<file path="src/rtl/shadowmask_cmd_gen.sv">
// shadowmask_cmd_gen
// Command transmitter for the shadow-mask post-processor. It buffers a mask LUT
// image, and on each accepted start it emits HDR, VMAX, HMAX and then LUT
// entries 0..N-1 as cmd_wr/cmd_out strobes, with GAP idle cycles between
// consecutive strobes.
//
// Parameters
//   GAP        idle cycles between consecutive cmd_wr strobes (0..15)
// Ports
//   clk_sys    system clock (the only clock)
//   reset      synchronous, active-high reset
//   cfg_*      header / pattern-size fields, latched on the accepted start
//   lut_count  number of LUT entries to send (clamped to 256)
//   lut_wr/lut_addr/lut_data   LUT buffer write port (ignored while busy)
//   start      single-cycle transmit request
//   busy       sequence in progress
//   done       one-cycle pulse after the final command
//   cmd_wr     command strobe
//   cmd_out    command word (registered, holds between strobes)
//   csum       running 16-bit sum of emitted words
// Build option
//   SHADOWMASK_CMD_CSUM_EN  when defined, csum is live; otherwise tied to 0.
module shadowmask_cmd_gen #(
    parameter int unsigned GAP = 1
) (
    input  logic        clk_sys,
    input  logic        reset,
    input  logic        cfg_enable,
    input  logic        cfg_rotate,
    input  logic        cfg_2x,
    input  logic [3:0]  cfg_vmax,
    input  logic [3:0]  cfg_hmax,
    input  logic [8:0]  lut_count,
    input  logic        lut_wr,
    input  logic [7:0]  lut_addr,
    input  logic [10:0] lut_data,
    input  logic        start,
    output logic        busy,
    output logic        done,
    output logic        cmd_wr,
    output logic [15:0] cmd_out,
    output logic [15:0] csum
);

    localparam int unsigned CMD_W     = 16;
    localparam int unsigned LUT_W     = 11;
    localparam int unsigned LUT_DEPTH = 256;
    localparam int unsigned CNT_W     = 9;
    localparam int unsigned GAP_W     = 4;

    typedef enum logic [2:0] {
        S_IDLE, S_HDR, S_VMAX, S_HMAX, S_LUT, S_WAIT, S_FIN
    } state_t;

    state_t             state_q;
    state_t             ret_q;
    logic [GAP_W-1:0]   gap_q;
    logic [3:0]         vmax_q;
    logic [3:0]         hmax_q;
    logic [CNT_W-1:0]   n_q;
    logic [CNT_W-1:0]   sent_q;
    logic [7:0]         rd_ptr_q;
    logic [LUT_W-1:0]   rd_data_q;
    logic [LUT_W-1:0]   ram [LUT_DEPTH];

    state_t             after_c;
    state_t             kind_c;
    logic               issue_c;
    logic               go_c;
    logic               cmd_state_c;
    logic               rd_load_c;
    logic [CMD_W-1:0]   word_c;

    assign go_c        = start && (state_q == S_IDLE);
    assign cmd_state_c = (state_q == S_HDR) || (state_q == S_VMAX) ||
                         (state_q == S_HMAX) || (state_q == S_LUT);

    // What follows the command strobing in the current cycle.
    always_comb begin
        after_c = S_FIN;
        case (state_q)
            S_HDR:   after_c = S_VMAX;
            S_VMAX:  after_c = S_HMAX;
            S_HMAX:  after_c = (n_q == '0) ? S_FIN : S_LUT;
            S_LUT:   after_c = (sent_q == n_q) ? S_FIN : S_LUT;
            default: after_c = S_FIN;
        endcase
    end

    // Whether a command is launched at this edge, and which one.
    always_comb begin
        issue_c = 1'b0;
        kind_c  = S_HDR;
        if (state_q == S_IDLE) begin
            issue_c = start;
            kind_c  = S_HDR;
        end else if (cmd_state_c && (after_c != S_FIN) && (GAP == 0)) begin
            issue_c = 1'b1;
            kind_c  = after_c;
        end else if ((state_q == S_WAIT) && (gap_q == '0)) begin
            issue_c = 1'b1;
            kind_c  = ret_q;
        end
    end

    // HDR is only launched on the start edge, so it takes the cfg inputs directly.
    always_comb begin
        case (kind_c)
            S_HDR:   word_c = {3'b000, 9'b0, cfg_enable, cfg_rotate, cfg_2x, 1'b0};
            S_VMAX:  word_c = {3'b001, 9'b0, vmax_q};
            S_HMAX:  word_c = {3'b010, 9'b0, hmax_q};
            default: word_c = {3'b011, 2'b00, rd_data_q};
        endcase
    end

    // rd_data_q always holds the next entry to send: primed during HDR,
    // refilled from rd_ptr_q each time an entry is launched.
    assign rd_load_c = (state_q == S_HDR) || (issue_c && (kind_c == S_LUT));

    // LUT buffer: write port for the loader, synchronous prefetch read.
    always_ff @(posedge clk_sys) begin
        if (lut_wr && !busy) begin
            ram[lut_addr] <= lut_data;
        end
        if (rd_load_c) begin
            rd_data_q <= ram[rd_ptr_q];
        end
    end

    // Sequencer with registered strobe/status outputs.
    always_ff @(posedge clk_sys) begin
        if (reset) begin
            state_q  <= S_IDLE;
            ret_q    <= S_IDLE;
            gap_q    <= '0;
            vmax_q   <= '0;
            hmax_q   <= '0;
            n_q      <= '0;
            sent_q   <= '0;
            rd_ptr_q <= '0;
            busy     <= 1'b0;
            done     <= 1'b0;
            cmd_wr   <= 1'b0;
            cmd_out  <= '0;
        end else begin
            cmd_wr <= issue_c;
            done   <= 1'b0;
            if (issue_c) begin
                cmd_out <= word_c;
                state_q <= kind_c;
            end
            if (rd_load_c) begin
                rd_ptr_q <= rd_ptr_q + 8'd1;
            end
            if (issue_c && (kind_c == S_LUT)) begin
                sent_q <= sent_q + CNT_W'(1);
            end
            case (state_q)
                S_IDLE: begin
                    if (go_c) begin
                        vmax_q   <= cfg_vmax;
                        hmax_q   <= cfg_hmax;
                        n_q      <= (lut_count > CNT_W'(LUT_DEPTH)) ? CNT_W'(LUT_DEPTH) : lut_count;
                        sent_q   <= '0;
                        rd_ptr_q <= '0;
                        busy     <= 1'b1;
                    end
                end
                S_HDR, S_VMAX, S_HMAX, S_LUT: begin
                    // The final command is never followed by a gap.
                    if (after_c == S_FIN) begin
                        state_q <= S_FIN;
                        busy    <= 1'b0;
                        done    <= 1'b1;
                    end else if (GAP != 0) begin
                        state_q <= S_WAIT;
                        ret_q   <= after_c;
                        gap_q   <= GAP_W'(GAP - 1);
                    end
                end
                S_WAIT: begin
                    if (gap_q != '0) begin
                        gap_q <= gap_q - GAP_W'(1);
                    end
                end
                S_FIN:   state_q <= S_IDLE;
                default: state_q <= S_IDLE;
            endcase
        end
    end

`ifdef SHADOWMASK_CMD_CSUM_EN
    logic [CMD_W-1:0] csum_q;

    // Sum of every word at its strobe; the last add lands in the done cycle.
    always_ff @(posedge clk_sys) begin
        if (reset || go_c) begin
            csum_q <= '0;
        end else if (cmd_wr) begin
            csum_q <= csum_q + cmd_out;
        end
    end

    assign csum = csum_q;
`else
    assign csum = '0;
`endif

endmodule

</file>
<file path="config.mk">
export PLATFORM = sky130hd
export DESIGN_NAME = shadowmask_cmd_gen
export DESIGN_NICKNAME = d
export VERILOG_FILES = /design/src/rtl/shadowmask_cmd_gen.sv
export SDC_FILE = /design/constraint.sdc
export NUM_CORES = 2
export LEC_CHECK = 0
export BUFFER_PORTS_ARGS = -buffer_cell sky130_fd_sc_hd__buf_2
export CAP_MARGIN = 5
export CORE_MARGIN = 2
export CORE_UTILIZATION = 35
export DETAILED_ROUTE_END_ITERATION = 8
export PLACE_DENSITY = 0.5
export SETUP_SLACK_MARGIN = 0.15
export SLEW_MARGIN = 25
export SYNTH_ARGS = -nofsm -noshare
export SYNTH_HDL_FRONTEND = slang
export SYNTH_SLANG_ARGS = --single-unit
</file>
<file path="constraint.sdc">
create_clock -name clk_sys -period 3.6 [get_ports clk_sys]
set_input_delay 0.72 -clock clk_sys [delete_from_list [all_inputs] [get_ports clk_sys]]
set_output_delay 0.72 -clock clk_sys [all_outputs]
set_load 0.02 [all_outputs]
</file>
==> reports/qor.txt <==
Worst Path Required: 4.26 ns
Worst min path class: in -> reg
Final Power: 80,200 uW
Max-slew headroom: 0.278
Rows: 207
Hold Crit Endpoint: n_q[5]$_SDFFE_PP0P_
YS warnings: 0
Filler cells: 27.9k
Max Clock Skew: 0.0505 ns
Post-Route WL: 345,000 um
Final nets: 6,197
H-Tree Depth: 5
CTS tree: done
Hold path depth: 2
Clock Tree Root: clkbuf_16
Die Area: 324,000 sq um
Seq/Total Area, Yosys: 0.769
Max Fclk: 288 MHz
Top cells by area, synth: edfxtp_1, mux4_2, mux2i_1
Routed WL per cell: 32.5 um
Cell count after synthesis: 5,375
Via-to-Cell Ratio: 5.53
Total GRT Usage: 0.209
Syn-to-layout area delta: 18.5%
P per Cell Area: 604 nW/um^2
FF-to-FF path depth: 9
Largest net degree at the start of global routing: 119
Crit path top cell by count: buf_4
Crit Reg-Reg Startpoint: rd_ptr_q[1]$_SDFF_PP0_
Core Area: 318,000 sq um
Number of global-route vias before repair: 58.7k
Initial Util: 0.352
CP max stage cell: dfxtp_4
Clk slew on worst S/H paths: 0.06 ns
Max_cap viols: 0
First-pass GRT wire length: 475,000 um
Outcome: finished, final reports clean
CP cell instances: buf_12 -> buf_4 -> buf_4 -> mux4_2 -> o31ai_2 -> a31oi_1 -> o311ai_1 -> a32oi_1 -> a21o_1
DRT antenna net count: 0
Critical path class: reg -> reg
DR top layer: met5
Pleak: 0.0415 uW
FF-to-FF End: rd_data_q[8]$_DFFE_PN_
Actual slew at the worst max-slew pin: 1.08 ns
Max Transition Viols Final: 0
Reg2Reg Setup Slack: 0.13 ns
Crit path max-delay family: compound AO/OA/AOI/OAI gates
HP Start: lut_count[5]
Synth async-reset ratio: 0
CTS Sinks: 2,887
Footprint of the multi-input gates: 24,000 sq um
Via count of the routed design: 58.5k
CP arrival: 4.13 ns
Main flop type after synthesis: edfxtp_1
Mapped Avg Cell Area: 20.8 sq um
Clk_lat worst skew: 0.92 ns
Most area-hungry cell type in the Yosys netlist: edfxtp_1
Period utilization: 0.965
Worst VDD drop: 0.385 mV
DRC errors left: 0
DRT Pass-1 Iters: 6
Antenna violations before repair: 18
WL met1: 145,000 um
DR iter-0 viols: 6,650
Mapped Area: 112,000 sq um
DR WL met2: 164,000 um
Share of cells above drive strength 1: 0.294
Min Tclk post-route: 3.47 ns
Yosys top cell area share: 0.759
Routability cong.: 0.860
Number of port buffers: 58
I/O pins: 78
Final Util: 0.417
TritonCTS Buffers: 313
WL met3: 24,800 um
Worst path bufs/invs: 3
Grt total ovfl: 0
CP peak stage delay: 0.54 ns
HPWL Detailed: 219,000 um
Worst setup SP type: flop
Crit-path max FO: 16
Sequential Area: 86,100 sq um
Final hold violations: 0
Synth Register Bits: 2,887
DIE WIDTH: 569 um
RSZ-0062 raised after global routing: false
Final setup viols: 0
Synth cell types: 81
Crit path capture type: flop
Worst-case clock buffer depth: 4
Post-synth EDFFs: 2,827
Die H: 569 um
==> worst max path at each step <==
| stage | start | end | slack [ns] | cells after the start |
|---|---|---|---|---|
| detailed placement | rd_ptr_q[0]$_SDFF_PP0_ | rd_data_q[7]$_DFFE_PN_ | -0.18 | 9 |
| global placement | rd_ptr_q[0]$_SDFF_PP0_ | rd_data_q[7]$_DFFE_PN_ | -0.66 | 9 |
| global route | rd_ptr_q[1]$_SDFF_PP0_ | rd_data_q[8]$_DFFE_PN_ | 0.15 | 9 |
| finish | rd_ptr_q[1]$_SDFF_PP0_ | rd_data_q[8]$_DFFE_PN_ | 0.13 | 9 |
| floorplan | lut_addr[0] | ram[109][0]$_DFFE_PP_ | 0.93 | 6 |
| CTS | rd_ptr_q[1]$_SDFF_PP0_ | rd_data_q[8]$_DFFE_PN_ | 0.15 | 9 |
==> per-layer routing <==
layer  track usage  vias to the layer above
met2         0.337                     2300
met1         0.290                    31700
met5             0                        -
met4        0.0621                       12
met3        0.0376                      470
li1              -                    24100
==> Yosys cell counts (15+ instances only) <==
cell type  instances
a211oi_1          24
a21oi_1          145
a221oi_1          50
a22o_1            35
a22oi_1          158
buf_2             89
buf_4             43
buf_6             38
clkbuf_1         146
dfxtp_1           60
edfxtp_1        2827
mux2i_1          246
mux4_1            30
mux4_2           575
nand2_1          120
nand3_1           40
nand4_1           16
nor2_1           335
nor2b_1           19
nor3_1            18
o21ai_0           52
o221ai_1          53
o22ai_1           15
==> power breakdown <==
group          internal, uW  leakage [uW]  total [uW]  switching [uW]
clock network         18600       0.00496       32100           13500
logic                  4980        0.0106       10700            5710
registers             37100        0.0259       37400             287
total                 60700        0.0415       80200           19500
==> cell families after synthesis <==
kind of cell,after synthesis,share of synthesized area
DFF,2887,0.769
buffers and inverters,358,0.0188
muxes,865,0.146
xor gates and xnor gates,23,0.00180
AOI/OAI and AO/OA,618,0.0391
and+or+nand+nor,620,0.0242
other,1,0.0000335
adders and majority gates,3,0.000336
==> through the flow <==
stage | hold WS, ns | instance area [sq um] | TNS, ns | worst slack [ns] | instances
global placement | 0.446 | 122000 | -1.41 | -0.665 | 10000
detailed placement | 0.455 | 122000 | -0.362 | -0.178 | 10000
global route | 0.0425 | 133000 | 0 | 0.153 | 10600
finish | 0.0688 | 133000 | 0 | 0.127 | 10600
floorplan | 0.432 | 112000 | 0 | 0.931 | 5393
CTS | 0.000999 | 133000 | 0 | 0.152 | 10600
==> sequential cells by signal (all words and copies together) (netlist names) <==
name	count
ram	2816
cmd_out	13
rd_data_q	11
n_q	9
sent_q	9
rd_ptr_q	8
gap_q	4
hmax_q	4
vmax_q	4
ret_q	3
state_q	3
busy	1
cmd_wr	1
done	1
==> cell usage in the layout, fill, tap and decap left out, drive strengths merged, types with 12 or more instances in the layout <==
cell       n
a211oi    25
a21oi    145
a221oi    52
a22o      35
a22oi    158
buf      782
bufinv    33
clkbuf   364
clkinv   145
conb      19
dfxtp     60
edfxtp  2827
inv       25
mux2      14
mux2i    246
mux4     605
nand2    120
nand3     40
nand4     16
nor2     336
nor2b     19
nor3      18
nor4      12
o21ai     54
o221ai    53
o22ai     15
xor2      14
==> layout make-up <==
cell class,instances,area share
antenna,11,0.000208
clock buffer,364,0.0611
clock inverter,199,0.0154
inverter,14,0.000434
multi-input combinational,2148,0.181
sequential,2887,0.649
tap,4180,0.0394
timing repair buffer,787,0.0530
==> worst reg2reg max path, stage by stage, from the launching register on <==
cell and delay (ns):
dfxtp_4 0.54, buf_12 0.25, buf_4 0.37, buf_4 0.24
mux4_2 0.31, o31ai_2 0.33, a31oi_1 0.23, o311ai_1 0.42
a32oi_1 0.27, a21o_1 0.28
==> timing repair <==
| action | 4_1_cts | 5_1_grt |
|---|---|---|
| setup endpoints to repair | 8 | 6 |
| buffers inserted | 8 | 0 |
| gates cloned | 0 | 0 |
| hold buffers | 5 | 0 |
| hold endpoints to repair | 5 | 0 |
| resized for setup | 20 | 17 |
| pin swaps | 1 | 0 |
Power figures use the tool's default switching activity.
